--- src/rtl/multicycle_ctrl.sv ---
// Multi-cycle control FSM: fetch, decode, execute, memory, write-back.
// One shared memory port; outputs decode from state and latched opcode.
module multicycle_ctrl #(
  parameter int OPW  = 4,
  parameter int ALUW = 3
) (
  input  logic            clk,
  input  logic            rst_n,
  input  logic [OPW-1:0]  opcode,
  input  logic            zero,
  input  logic            mem_ready,
  output logic            pc_write,
  output logic [1:0]      pc_src,
  output logic            ir_write,
  output logic            mem_read,
  output logic            mem_write,
  output logic            iord,
  output logic            reg_write,
  output logic            reg_dst,
  output logic            mem_to_reg,
  output logic [1:0]      alu_src_b,
  output logic [ALUW-1:0] alu_op,
  output logic            out_load,
  output logic            illegal,
  output logic            halted,
  output logic [2:0]      state
);

  typedef enum logic [2:0] {
    S_FETCH, S_DECODE, S_EXEC, S_MEM, S_WB, S_HALT
  } state_t;

  localparam logic [OPW-1:0] OP_NOP  = OPW'(0);
  localparam logic [OPW-1:0] OP_ADD  = OPW'(1);
  localparam logic [OPW-1:0] OP_SUB  = OPW'(2);
  localparam logic [OPW-1:0] OP_AND  = OPW'(3);
  localparam logic [OPW-1:0] OP_OR   = OPW'(4);
  localparam logic [OPW-1:0] OP_ADDI = OPW'(5);
  localparam logic [OPW-1:0] OP_LW   = OPW'(6);
  localparam logic [OPW-1:0] OP_SW   = OPW'(7);
  localparam logic [OPW-1:0] OP_BEQ  = OPW'(8);
  localparam logic [OPW-1:0] OP_J    = OPW'(9);
  localparam logic [OPW-1:0] OP_OUT  = OPW'(10);
  localparam logic [OPW-1:0] OP_HALT = OPW'(15);

  localparam logic [ALUW-1:0] ALU_ADD = ALUW'(0);
  localparam logic [ALUW-1:0] ALU_SUB = ALUW'(1);
  localparam logic [ALUW-1:0] ALU_AND = ALUW'(2);
  localparam logic [ALUW-1:0] ALU_OR  = ALUW'(3);

  state_t         st;
  logic [OPW-1:0] op_q;

  function automatic logic is_rtype(input logic [OPW-1:0] o);
    return (o == OP_ADD) || (o == OP_SUB) ||
           (o == OP_AND) || (o == OP_OR);
  endfunction

  function automatic logic is_legal(input logic [OPW-1:0] o);
    return (o <= OP_OUT) || (o == OP_HALT);
  endfunction

  // NOP, J and undefined opcodes all retire in DECODE
  function automatic logic ends_in_decode(input logic [OPW-1:0] o);
    return (o == OP_NOP) || (o == OP_J) || !is_legal(o);
  endfunction

  always_ff @(posedge clk or negedge rst_n) begin
    if (!rst_n) begin
      st   <= S_FETCH;
      op_q <= '0;
    end else begin
      unique case (st)
        S_FETCH: begin
          if (mem_ready) st <= S_DECODE;
        end
        S_DECODE: begin
          op_q <= opcode;
          if (ends_in_decode(opcode))  st <= S_FETCH;
          else if (opcode == OP_HALT)  st <= S_HALT;
          else                         st <= S_EXEC;
        end
        S_EXEC: begin
          if (is_rtype(op_q) || op_q == OP_ADDI)
            st <= S_WB;
          else if (op_q == OP_LW || op_q == OP_SW)
            st <= S_MEM;
          else
            st <= S_FETCH;
        end
        S_MEM: begin
          if (mem_ready)
            st <= (op_q == OP_LW) ? S_WB : S_FETCH;
        end
        S_WB:    st <= S_FETCH;
        S_HALT:  st <= S_HALT;
        default: st <= S_FETCH;
      endcase
    end
  end

  assign state = st;

  always_comb begin
    pc_write   = 1'b0;
    pc_src     = 2'b00;
    ir_write   = 1'b0;
    mem_read   = 1'b0;
    mem_write  = 1'b0;
    iord       = 1'b0;
    reg_write  = 1'b0;
    reg_dst    = 1'b0;
    mem_to_reg = 1'b0;
    alu_src_b  = 2'b00;
    alu_op     = ALU_ADD;
    out_load   = 1'b0;
    illegal    = 1'b0;
    halted     = 1'b0;
    // reset masks outputs asynchronously, not just at the next edge
    if (rst_n) begin
      unique case (st)
        S_FETCH: begin
          mem_read  = 1'b1;
          alu_src_b = 2'b01;
          if (mem_ready) begin
            ir_write = 1'b1;
            pc_write = 1'b1;
          end
        end
        S_DECODE: begin
          illegal = !is_legal(opcode);
          if (opcode == OP_J) begin
            pc_write = 1'b1;
            pc_src   = 2'b10;
          end
        end
        S_EXEC: begin
          unique case (1'b1)
            (op_q == OP_SUB): alu_op = ALU_SUB;
            (op_q == OP_AND): alu_op = ALU_AND;
            (op_q == OP_OR):  alu_op = ALU_OR;
            (op_q == OP_BEQ): begin
              alu_op = ALU_SUB;
              if (zero) begin
                pc_write = 1'b1;
                pc_src   = 2'b01;
              end
            end
            (op_q == OP_ADDI || op_q == OP_LW || op_q == OP_SW):
              alu_src_b = 2'b10;
            (op_q == OP_OUT): out_load = 1'b1;
            default: ;
          endcase
        end
        S_MEM: begin
          iord      = 1'b1;
          mem_read  = (op_q == OP_LW);
          mem_write = (op_q == OP_SW);
        end
        S_WB: begin
          reg_write  = 1'b1;
          reg_dst    = is_rtype(op_q);
          mem_to_reg = (op_q == OP_LW);
        end
        S_HALT:  halted = 1'b1;
        default: ;
      endcase
    end
  end

endmodule

--- config.mk ---
export PLATFORM = sky130hd
export DESIGN_NAME = multicycle_ctrl
export DESIGN_NICKNAME = d
export VERILOG_FILES = /design/src/rtl/multicycle_ctrl.sv
export SDC_FILE = /design/constraint.sdc
export NUM_CORES = 1
export LEC_CHECK = 0
export ABC_AREA = 0
export BUFFER_PORTS_ARGS = -buffer_cell sky130_fd_sc_hd__buf_2
export CORE_MARGIN = 8
export CORE_UTILIZATION = 50
export DETAILED_ROUTE_END_ITERATION = 7
export PLACE_DENSITY = 0.86
export SLEW_MARGIN = 20
export SYNTH_ARGS = -nofsm -noshare
export SYNTH_HDL_FRONTEND = slang
export SYNTH_SLANG_ARGS = --single-unit
--- constraint.sdc ---
create_clock -name clk -period 2.65 [get_ports clk]
set_clock_uncertainty 0.05 [all_clocks]
set_input_delay 0.265 -clock clk [delete_from_list [all_inputs] [get_ports clk]]
set_output_delay 0.265 -clock clk [all_outputs]
set_load 0.1 [all_outputs]
-- Yosys cells after proc, flatten, opt, wreduce, memory -nomap -nowiden
Index checks and enable logic that the tools add are counted.
- output and inout bits: 21
- bits of input ports: 8
- logic and storage cells: 82
- flip-flop bits (word level): 7
- $lt $le $gt $ge: 1
- multiplexer cells: 46
- equality and inequality tests: 18
- reductions and logical operators: 15
- operators with widths (kind ; number):
    $mux W1 ; 27
    $mux W3 ; 6
    $eq A4 B3 Y1 const B ; 4
    $eq A4 B4 Y1 const B ; 4
    $pmux W3 S5 ; 1
    $mux W2 ; 7
    $logic_or A1 B1 Y1 ; 10
    $eq A4 B2 Y1 const B ; 2
    $pmux W2 S2 ; 2
    $eq A3 B2 Y1 const B ; 2
    $eq A3 B3 Y1 const B ; 2
    $pmux W2 S3 ; 1
    $eq A4 B1 Y1 const B ; 1
    $le A4 B4 Y1 const B ; 1
    $logic_not A4 Y1 ; 1
    $ne A2 B2 Y1 const B ; 2
    $eq A3 B1 Y1 const B ; 1
    $logic_not A3 Y1 ; 1
    $pmux W1 S3 ; 1
    $pmux W1 S2 ; 1
    $reduce_and A2 Y1 ; 1
    $reduce_or A2 Y1 ; 1
    $logic_not A1 Y1 ; 1

-- Logic depth before layout (Yosys ltp)
- depth after elaboration: 7
- depth in mapped cells: 4

-- Least setup slack after synthesis
OpenSTA, ideal clock, no wires.
- path kind: register to output
- from: register st[1], in the netlist state[1]
- to: output alu_src_b[1]
- cell stages (with the launch flop): 4
- slack: -2187 ps
- arrival: 4522 ps
- data required time: 2335 ps
- path through: dfrtp_1 > buf_2 > nand3_1 > nor4b_1
- longest elaborated chain between the ends: 3
- ends and longest elaborated chain (what ; line ; RTL):
    from (decl) ; 51 ; state_t st;
    from (signal assigned) ; 93 ; st <= (op_q == OP_LW) ? S_WB : S_FETCH;
    $eq A3 B2 Y1 / $logic_not A3 Y1 (equally long branches) ; 121 ; unique case (st)
    $pmux W2 S2 * ; 121 ;
    $mux W2 * ; 120 ; if (rst_n) begin
    to (decl) ; 21 ; output logic [1:0] alu_src_b,
Every way passes the cells marked *; elsewhere a longest branch is shown, timed or not.

-- Final worst setup path
- from: register st[2], in the netlist state[2]
- to: output alu_src_b[1]
Same word-level chain as after synthesis.

==> results.md <==
- Worst-path cell chain: nor2b_1, nand3_1, nor4b_4, buf_2
- Vias in the first global route: roughly 730
- Tot GR Track Use: 0.152
- Sequential cell area fraction in the yosys report: 0.251
- Mapped Nets: 92
- Die height: approximately 53 µm
- Mean routed wirelength per cell: ~15 µm
- First-pass GRT wire length: 3.37 mm
- Core ar.: roughly 0.0013 mm²
- Critical Path AT: 2.15 ns
- Synthesized area: around 700 µm²
- Worst setup margin: 0.183 ns
- Total CTS buffers: 3
- Synth Register Bits: 7
- Max FO, Critical Path: 12
- Post-route cell area: just under 0.001 mm²
- Place WS: ~0.46 ns
- RSZ-0062 raised after global routing: no
- Post-Synth XOR/XNOR Area: 0.0376
- Hold Crit Depth: 2
- Post-CTS Resized: 0
- Final period util: 0.931
- DP HPWL: roughly 1.5 mm
- Area share of fa/ha/maj cells after synthesis: 0
- Synth warnings: 0
- Number of DRC markers in iteration 0: 16
- Distinct cell type count after synthesis: 36
- CTS root buf: clkbuf_4
- Main combinational cell family by area after synthesis: simple AND/OR/NAND/NOR gates
- R2R depth: 3
- Type of origin of the critical path: flop
- Clock Path Buffers: 2
- Worst Hold Class: input pin to flop
- Clk_lat worst skew: between 0.2 and 0.3 ns
- Avg Vias per Cell: roughly 5.9
- Commonest non-fill, non-tap cell in the layout: buf_2
- CP endpoint kind: primary output
- Final nets: roughly 120
- Setup CP Type: flop to primary output
- Worst-Margin Slew: 0.545 ns
- Max_cap viols: 0
- Mux contribution to synthesized area: 0.0806
- Req. time, crit path: approximately 2.3 ns
- Synth top area cells: dfrtp_1 (25%), mux2_2 (8.1%), nor3_1 (5.7%)
- Slew Viols, Final: 0
- Synth top area share: 0.251
- FMAX: about 410 MHz
- Post-CTS Setup Repair Bufs: 0
- Rows: 13
- Chip width: 53.4 µm
- Vias: about 740
- Syn Inst Count: 84
- Hold Vio Cnt, Final: 0
- CTS tree: yes
- Diodes inserted: 0
- Worst-path clk slew: approximately 0.05 ns
- Rel. slew slack: 0.637
- Routed Antenna Nets: 0
- Initial Util: 0.537
- Io pins: 29
- TritonCTS Sinks: 7
- Worst stage delay on the critical path: ~0.47 ns
- Area Overhead vs Synth: 39.4%
- Number of H-tree levels: 1
- Detailed Routing Iterations Pass 1: 4
- Setup violators final: 0
- Post-CTS Hold Buffers: 1
- Compound-gate portion of the synthesized area: 0.181
- Commonest non-fill, non-tap cells in the layout: buf_2 (27), nor3_4 (6), nand2_1 (6)
- Initial antenna violation count: 0
- RD Place Congestion: a little under 0.9
- Fillers: ~100
- Syn avg cell area: 8.31 µm²
- I/O Buffers: 27
- GRT overflow: 0
- Largest net degree at the start of global routing: 14
- Drt drc: 0
- Die area: 0.00285 mm²
- Post-Route WL: between 1.5 and 2 mm
- Simple-gate share of the synthesized area: 0.335
- DP Area: about 940 µm²
- Yosys top cell by area: dfrtp_1
- Status: completed
- Min cycle time layout: 2.47 ns
- Layout cells sized above 1: 0.509
- Crit-path slowest cell: dfrtp_2
[metrics by stage]
step | TNS [ns] | util | hold WS, ns | std cells
after global routing | 0 | 0.748 | 0.276 | 125
after floorplan | -0.359 | - | -0.0806 | 84
final | 0 | 0.748 | 0.271 | 125
after global placement | 0 | 0.720 | 0.162 | 120
after CTS | 0 | 0.748 | 0.261 | 125
after detailed placement | 0 | 0.720 | 0.155 | 120
[state kept, by name (all words and copies together) (netlist names)]
name	flops
op_q	4
state	3
[routing by layer]
metal / vias up / routed length, µm / track usage
met5: - / 0 / 0
met4: 0 / 16 / 0.0504
met3: 2 / 122 / 0.0252
met2: 21 / 949 / 0.258
met1: 357 / 812 / 0.188
li1: 359 / - / -
[worst max-delay path, delay by kind of cell, from the launching register on]
kind / cells / cell delay, ns
buf+inv: 1 / 0.46
flops: 1 / 0.47
simple gates: 3 / 0.96
[cell families after synthesis]
| kind of cell | count (synthesis) |
|---|---|
| AND/OR/NAND/NOR | 39 |
| AO/OA/AOI/OAI | 17 |
| buffers and inverters | 12 |
| flip-flops | 7 |
| multiplexers | 5 |
| XOR/XNOR | 3 |
| other | 1 |
[final timing paths]
path / slack (ns) / startpoint / to
min reg2reg: 0.56 / state[2] / state[0]
max in group asynchronous: 1.96 / rst_n / state[0]
max reg2reg: 1.04 / op_q[2] / state[1]
min in group asynchronous: 0.44 / rst_n / op_q[2]
min: 0.27 / opcode[1] / op_q[1]
max: 0.18 / state[2] / alu_src_b[1]
[Yosys cell counts]
| cell | number |
|---|---|
| nor3_1 | 8 |
| dfrtp_1 | 7 |
| nor2_1 | 7 |
| nand2_1 | 6 |
| mux2_2 | 5 |
| buf_2 | 4 |
| inv_1 | 4 |
| o21ai_0 | 4 |
| buf_6 | 3 |
| nand3_1 | 3 |
| nor2b_1 | 3 |
| xor2_1 | 3 |
| a41oi_1 | 2 |
| nand2b_1 | 2 |
| nor4b_1 | 2 |
| a211oi_1 | 1 |
| a22oi_1 | 1 |
| a311oi_1 | 1 |
| a31oi_1 | 1 |
| and3_1 | 1 |
| buf_4 | 1 |
| conb_1 | 1 |
| nand2b_4 | 1 |
| nand3b_1 | 1 |
| nand4b_1 | 1 |
| nor3b_1 | 1 |
| nor4_1 | 1 |
| nor4b_4 | 1 |
| o21a_1 | 1 |
| o21ba_2 | 1 |
| o221ai_1 | 1 |
| o22ai_1 | 1 |
| o31ai_1 | 1 |
| o32a_1 | 1 |
| o32ai_1 | 1 |
| or4_1 | 1 |
[area by class of cell]
cell class	instances	area, µm²	area share
multi-input cells	65	574	0.590
well taps	15	18.8	0.0193
flip-flops and latches	7	179	0.184
clock buffers	4	26.3	0.0270
repair buffers	30	160	0.165
inverters	4	15.0	0.0154
Power is not shown: default switching activity piles up to over one toggle a cycle in this logic, so the estimate is an artifact.
